===== config.mk =====
export PLATFORM = sky130hd
export DESIGN_NAME = id_ex_stage
export DESIGN_NICKNAME = d
export VERILOG_FILES = /design/src/rtl/id_ex_stage.sv
export SDC_FILE = /design/constraint.sdc
export NUM_CORES = 1
export LEC_CHECK = 0
export CAP_MARGIN = 5
export CORE_ASPECT_RATIO = 0.5
export CORE_UTILIZATION = 44
export CTS_CLUSTER_DIAMETER = 60
export CTS_CLUSTER_SIZE = 30
export DETAILED_ROUTE_END_ITERATION = 10
export PLACE_DENSITY = 0.87
export SLEW_MARGIN = 10
export SYNTH_ARGS = -nofsm -noshare
export SYNTH_HDL_FRONTEND = slang
export SYNTH_SLANG_ARGS = --single-unit

===== constraint.sdc =====
create_clock -name clk -period 3 [get_ports clk]
set_input_delay 0.6 -clock clk [delete_from_list [all_inputs] [get_ports clk]]
set_output_delay 0.6 -clock clk [all_outputs]
set_load 0.005 [all_outputs]

===== src/rtl/id_ex_stage.sv =====
// ID/EX pipeline register with load-use hazard detection, bubble insertion,
// branch/jump flush requests and a saturating load-use bubble counter.
module id_ex_stage (
    input  logic        clk,
    input  logic        rst_n,
    input  logic        hold_i,
    input  logic        branch_taken_i,
    input  logic        id_valid,
    input  logic        regdst,
    input  logic        jump,
    input  logic        branch_beq,
    input  logic        branch_bne,
    input  logic        memread,
    input  logic        memtoreg,
    input  logic        memwrite,
    input  logic        regwrite,
    input  logic        alusrc,
    input  logic [1:0]  aluop,
    input  logic [31:0] id_pc4,
    input  logic [31:0] id_rd1,
    input  logic [31:0] id_rd2,
    input  logic [31:0] id_imm,
    input  logic [4:0]  id_rs,
    input  logic [4:0]  id_rt,
    input  logic [4:0]  id_rd,
    input  logic [5:0]  id_funct,
    output logic        ex_valid,
    output logic        ex_regdst,
    output logic        ex_jump,
    output logic        ex_branch_beq,
    output logic        ex_branch_bne,
    output logic        ex_memread,
    output logic        ex_memtoreg,
    output logic        ex_memwrite,
    output logic        ex_regwrite,
    output logic        ex_alusrc,
    output logic [1:0]  ex_aluop,
    output logic [31:0] ex_pc4,
    output logic [31:0] ex_rd1,
    output logic [31:0] ex_rd2,
    output logic [31:0] ex_imm,
    output logic [4:0]  ex_rs,
    output logic [4:0]  ex_rt,
    output logic [4:0]  ex_rd,
    output logic [5:0]  ex_funct,
    output logic        stall_o,
    output logic        if_flush_o,
    output logic [15:0] stall_cnt
);

    typedef struct packed {
        logic        valid;
        logic [8:0]  ctrl;   // regdst,jump,beq,bne,memread,memtoreg,memwrite,regwrite,alusrc
        logic [1:0]  aluop;
        logic [31:0] pc4;
        logic [31:0] rd1;
        logic [31:0] rd2;
        logic [31:0] imm;
        logic [4:0]  rs;
        logic [4:0]  rt;
        logic [4:0]  rd;
        logic [5:0]  funct;
    } ex_reg_t;

    ex_reg_t     ex_q;
    ex_reg_t     ex_d;
    logic [15:0] stall_cnt_q;
    logic [15:0] stall_cnt_d;
    logic        uses_rt_s;
    logic        load_use_s;
    logic [8:0]  id_ctrl_s;

    assign id_ctrl_s = {regdst, jump, branch_beq, branch_bne, memread,
                        memtoreg, memwrite, regwrite, alusrc};

    // Hazard detection and upstream stall/flush requests
    always_comb begin
        uses_rt_s  = regdst | branch_beq | branch_bne | memwrite;
        load_use_s = ex_q.valid & ex_q.ctrl[4] & (ex_q.rt != 5'd0) & id_valid &
                     ((ex_q.rt == id_rs) | (uses_rt_s & (ex_q.rt == id_rt)));
        stall_o    = ~hold_i & ~branch_taken_i & load_use_s;
        if_flush_o = ~hold_i & (branch_taken_i | (id_valid & jump & ~load_use_s));
    end

    // Next-state selection: hold, then flush/load-use bubble, then normal load
    always_comb begin
        ex_d        = ex_q;
        stall_cnt_d = stall_cnt_q;
        if (hold_i) begin
            ex_d        = ex_q;
            stall_cnt_d = stall_cnt_q;
        end else begin
            ex_d.pc4   = id_pc4;
            ex_d.rd1   = id_rd1;
            ex_d.rd2   = id_rd2;
            ex_d.imm   = id_imm;
            ex_d.rs    = id_rs;
            ex_d.rt    = id_rt;
            ex_d.rd    = id_rd;
            ex_d.funct = id_funct;
            if (branch_taken_i || load_use_s) begin
                ex_d.valid = 1'b0;
                ex_d.ctrl  = 9'd0;
                ex_d.aluop = 2'b00;
            end else begin
                ex_d.valid = id_valid;
                ex_d.ctrl  = id_ctrl_s & {9{id_valid}};
                ex_d.aluop = aluop & {2{id_valid}};
            end
            // Only bubbles caused by load-use are counted, never flushes
            if (!branch_taken_i && load_use_s && (stall_cnt_q != 16'hFFFF)) begin
                stall_cnt_d = stall_cnt_q + 16'd1;
            end else begin
                stall_cnt_d = stall_cnt_q;
            end
        end
    end

    // EX-stage register and bubble counter
    always_ff @(posedge clk or negedge rst_n) begin
        if (!rst_n) begin
            ex_q        <= '0;
            stall_cnt_q <= 16'd0;
        end else begin
            ex_q        <= ex_d;
            stall_cnt_q <= stall_cnt_d;
        end
    end

    assign ex_valid      = ex_q.valid;
    assign ex_regdst     = ex_q.ctrl[8];
    assign ex_jump       = ex_q.ctrl[7];
    assign ex_branch_beq = ex_q.ctrl[6];
    assign ex_branch_bne = ex_q.ctrl[5];
    assign ex_memread    = ex_q.ctrl[4];
    assign ex_memtoreg   = ex_q.ctrl[3];
    assign ex_memwrite   = ex_q.ctrl[2];
    assign ex_regwrite   = ex_q.ctrl[1];
    assign ex_alusrc     = ex_q.ctrl[0];
    assign ex_aluop      = ex_q.aluop;
    assign ex_pc4        = ex_q.pc4;
    assign ex_rd1        = ex_q.rd1;
    assign ex_rd2        = ex_q.rd2;
    assign ex_imm        = ex_q.imm;
    assign ex_rs         = ex_q.rs;
    assign ex_rt         = ex_q.rt;
    assign ex_rd         = ex_q.rd;
    assign ex_funct      = ex_q.funct;
    assign stall_cnt     = stall_cnt_q;

endmodule


# [After elaboration in Yosys (flattened, before gate mapping)]
# Index checks and enable logic that the tools add are counted.
[totals] ff_bits=177 inputBits=165 out_inout_bits=179 wordCells=43
[op_classes] n_addsub=1 n_eq_ne=3 mux=1 n_bitwise=20 reduce_logical=6
[ops] cell="adder 16 x 1 -> 16 bit, second input constant" count=1
[ops] cell="!= test 16 bit, second input constant" count=1
[ops] cell="two-way mux 12 bit" count=1
[ops] cell="bitwise AND 1 bit" count=10
[ops] cell="== test 5 bit" count=2
[ops] cell="bitwise AND 9 bit" count=1
[ops] cell="bitwise OR 1 bit" count=5
[ops] cell="nonzero test 5 bit" count=1
[ops] cell="inverter 1 bit" count=3
[ops] cell="bitwise AND 2 bit" count=1
[ops] cell="logical AND 1 bit" count=2
[ops] cell="AND reduction 2 bit" count=1
[ops] cell="zero test 1 bit" count=1
[ops] cell="logical OR 1 bit" count=1

# [Depth between registers and ports, before layout]
[depth] depth_word=10 depth_mapped=6 depth_no_buf=6

# [Worst setup path after synthesis]
# Ideal clock, no wire load.
[synth_path] path_kind="input to output" start="input port hold_i" end="output port if_flush_o" arrival_time_ps=1641 t_required_ps=2400 path_slack_ps=759 cell_stages=4 n_path_buf=3 path_cell_list="clkbuf_1 -> clkbuf_1 -> clkbuf_1 -> o21ba_2"
[synth_via] elab_chain_cells=2
[synth_rtl] item="start: declaration" line="6" text="input logic hold_i,"
[synth_rtl] item="inverter 1 bit" line="82" text="if_flush_o = ~hold_i & (branch_taken_i | (id_valid & jump & ~load_use_s));"
[synth_rtl] item="bitwise AND 1 bit" line="82"
[synth_rtl] item="end: declaration" line="47" text="output logic if_flush_o,"
# No other way between the ends.

# [Worst setup path after layout]
[layout_path] start="input port id_rt[1]" end="output port stall_o"
[layout_via] elab_chain_cells=5
[layout_rtl] item="start: declaration" line="24" text="input logic [4:0] id_rt,"
[layout_rtl] item="== test 5 bit" line="80" text="((ex_q.rt == id_rs) | (uses_rt_s & (ex_q.rt == id_rt)));"
[layout_rtl] item="bitwise AND 1 bit" line="80"
[layout_rtl] item="bitwise OR 1 bit" line="80"
[layout_rtl] item="bitwise AND 1 bit" line="79" text="load_use_s = ex_q.valid & ex_q.ctrl[4] & (ex_q.rt != 5'd0) & id_valid &"
[layout_rtl] item="bitwise AND 1 bit" line="81" text="stall_o = ~hold_i & ~branch_taken_i & load_use_s;"
[layout_rtl] item="end: declaration" line="46" text="output logic stall_o,"
# No other way between the ends.

==> reports/metrics.cfg <==
[clock_network]
cts_buffers=17
cts_root_buf=clkbuf_16
clockBufferDepth=2
clk_pin_slew_ns=0.07
cts_tree=yes
clock_latency_ns=0.41
cts_max_level=4
clock-sinks=177

[synth]
yosysTopAreaCell=dfrtp_1
synth_fp_nets=612
synthCells=446
yosysSeqAreaShare_pct=63.8
ys_types=32
avgSynthCellArea_um2=15.6
yosysTopAreaCellShare_pct=63.8
ys_ff_latch=177
syn-cell-area_um2=6940
synth-warning-count=0
synth-async-reset-ratio_pct=100
ys_top_cells_by_area=dfrtp_1 64%, mux2_2 24%, xnor2_1 2.7%
synth_commonest_cells=177 x dfrtp_1, 150 x mux2_2, 21 x xnor2_1, 13 x clkbuf_1, 11 x nand4_1
ys.flop_type=dfrtp_1
synth-edff-count=0
synth.most_common_cell=dfrtp_1

[global_routing]
grt_max_degree=144
grt_pass1_wl_mm=30.5
antenna_found_initial=0
grtUsageMet1_pct=29.5
busiest_layer=met2
use_met3_pct=6.33
grt_use_total_pct=24.6
overflow=0
grt_pass1_vias=5453
use_met2_pct=43.9

[detailed_routing]
vias=5029
wl_per_cell_um=19.3
drtIter0Drc=214
vias_per_cell=4.94
ant_nets=0
dr.pass1.iters=9
wirelength_mm=19.6
drc=6

[setup_path]
worst-setup-path-type=in -> out
worst_r2r_path_depth=7
reg2reg_from=ex_rt[1]$_DFFE_PN0N_
critPathCaptureType=output port
cp_data_required_time_ns=2.40
path_max_fanout=3
worstSetupStartpointType=input port
worstPathArrival_ns=2.36
reg2reg_slack_ns=0.81
reg2reg_to=stall_cnt[1]$_DFFE_PN0P_
crit_path_start=id_rt[1]

[power]
vdd_ir_drop_max_v=0.000445
total_power_w=0.00593
powerDensity_nw_per_um2=528
clkPwrFrac_pct=35.6
p_sw_share_pct=23.7
power.internal_w=0.00452
switchingPower_w=0.00140
p_leak_nw=4.62
seqPwrFrac_pct=45.9
power_frac_comb_pct=18.6

[final_layout]
num-fill-cells=1049
syn2layout_area_growth_pct=61.7
drive_above_1_share_pct=25.6
nets=966
num_antenna_cells=0

[sta]
maxSlewHeadroom_pct=45.9
period_needed_ns=2.96
whs_ns=0.197
slew_violations=0
rsz0062_at_grt=true
finClkSkew_ns=0.0124
fin_tns_setup_ns=0
fin_crit_sh_pct=98.7
max_freq_ghz=0.338
finalHoldViolations=0
tightestPinTransition_ns=0.811
setup_viol=0

[floorplanning]
die_height_um=90.8
pin_count=344
fp.coreArea_um2=15400
die_area_um2=16300
start_util_pct=45.0
rows=32
die_w_um=180

[place]
dp_hpwl_mm=14.7
place.gp.congestion=0.880
port_buffers=343

[run_status]
violations=DRC
status=finished with violations

[min_path]
min_path_type=in -> async

[flow_run]
drv_cap=0

-- registers in the layout (all words and copies together) (netlist names), 5 cells and up --
register / cells
ex_imm: 32
ex_rd: 5
ex_rd1: 32
ex_rt: 5
ex_rd2: 32
stall_cnt: 16
ex_rs: 5
ex_pc4: 32
ex_funct: 6
-- cell usage in the layout, fill, tap and decap left out, types with 3 or more instances in the layout --
cell type	instances
clkdlybuf4s50_1	337
dfrtp_1	175
mux2_2	150
xnor2_1	21
clkbuf_16	17
nand4_1	11
buf_4	11
nand3_1	10
a22o_1	10
nand2_1	8
nor2_1	7
and3_1	4
dlygate4sd2_1	4
nor4b_1	3
xor2_1	3
clkbuf_1	3
clkinvlp_4	3
clkinv_4	3
-- critical path: stages --
cell and delay, ns:
clkdlybuf4s50_1 0.50, xnor2_1 0.12, nand4_1 0.15, o22ai_2 0.26, and3_4 0.23, clkdlybuf4s50_1 0.49
-- power by group through the flow --
stage               Clock (W)  Sequential [W]  Combinational [W]
detailed placement          0         0.00276            0.00110
finish                0.00211         0.00272            0.00110
floorplan                   0         0.00277           0.000292
CTS                   0.00215         0.00272            0.00111
global route          0.00226         0.00274            0.00116
global placement            0         0.00275            0.00108
-- logic make-up after synthesis --
kind of cell    after synthesis  share of synthesized area, %
simple gates                 50                          4.09
mux                         151                          24.5
buf+inv                      22                          1.46
xor+xnor                     24                          3.03
flops                       177                          63.8
fa+ha+maj                     1                         0.180
compound gates               21                          2.92
-- worst max-delay path by stage --
stage | end | slack [ns] | cells after the start
finish | stall_o | 0.04 | 6
global route | stall_o | -0.001 | 5
CTS | stall_o | 0.003 | 6
detailed placement | if_flush_o | -0.11 | 6
global placement | if_flush_o | -0.1 | 6
floorplan | if_flush_o | 0.76 | 4
-- final cells by class --
class / count / area (um^2) / area share [%]
Clock buffer: 21 / 450 / 4.01
Clock inverter: 11 / 106 / 0.947
Inverter: 1 / 6.26 / 0.0557
Multi-Input combinational cell: 247 / 2420 / 21.6
Sequential cell: 177 / 4430 / 39.5
Tap cell: 204 / 255 / 2.27
Timing Repair Buffer: 356 / 3550 / 31.7
-- layer usage --
layer | share of wire [%] | up-vias
li1 | - | 2304
met1 | 41 | 2572
met2 | 54 | 124
met3 | 3.9 | 29
met4 | 1.8 | 0
met5 | 0 | -
-- repair_timing --
action                                  4_1_cts  5_1_grt
endpoints found under the setup margin        2        2
hold endpoints to repair                      0        0
setup buffers                                 4        0
pin swaps                                     4        3
hold buffers                                  0        0
resized for setup                             6        2
-- metrics by stage --
| stage | worst slack, ns | utilization (%) | cells | area, um^2 |
|---|---|---|---|---|
| after global placement | -0.0981 | 69.0 | 982 | 10600 |
| after floorplan | 0.759 | - | 446 | 6940 |
| after detailed placement | -0.107 | 69.0 | 982 | 10600 |
| final | 0.0395 | 72.8 | 1017 | 11200 |
| after CTS | 0.00342 | 72.8 | 1017 | 11200 |
| after global routing | -0.00117 | 72.8 | 1017 | 11200 |
Power figures use the tool's default switching activity.
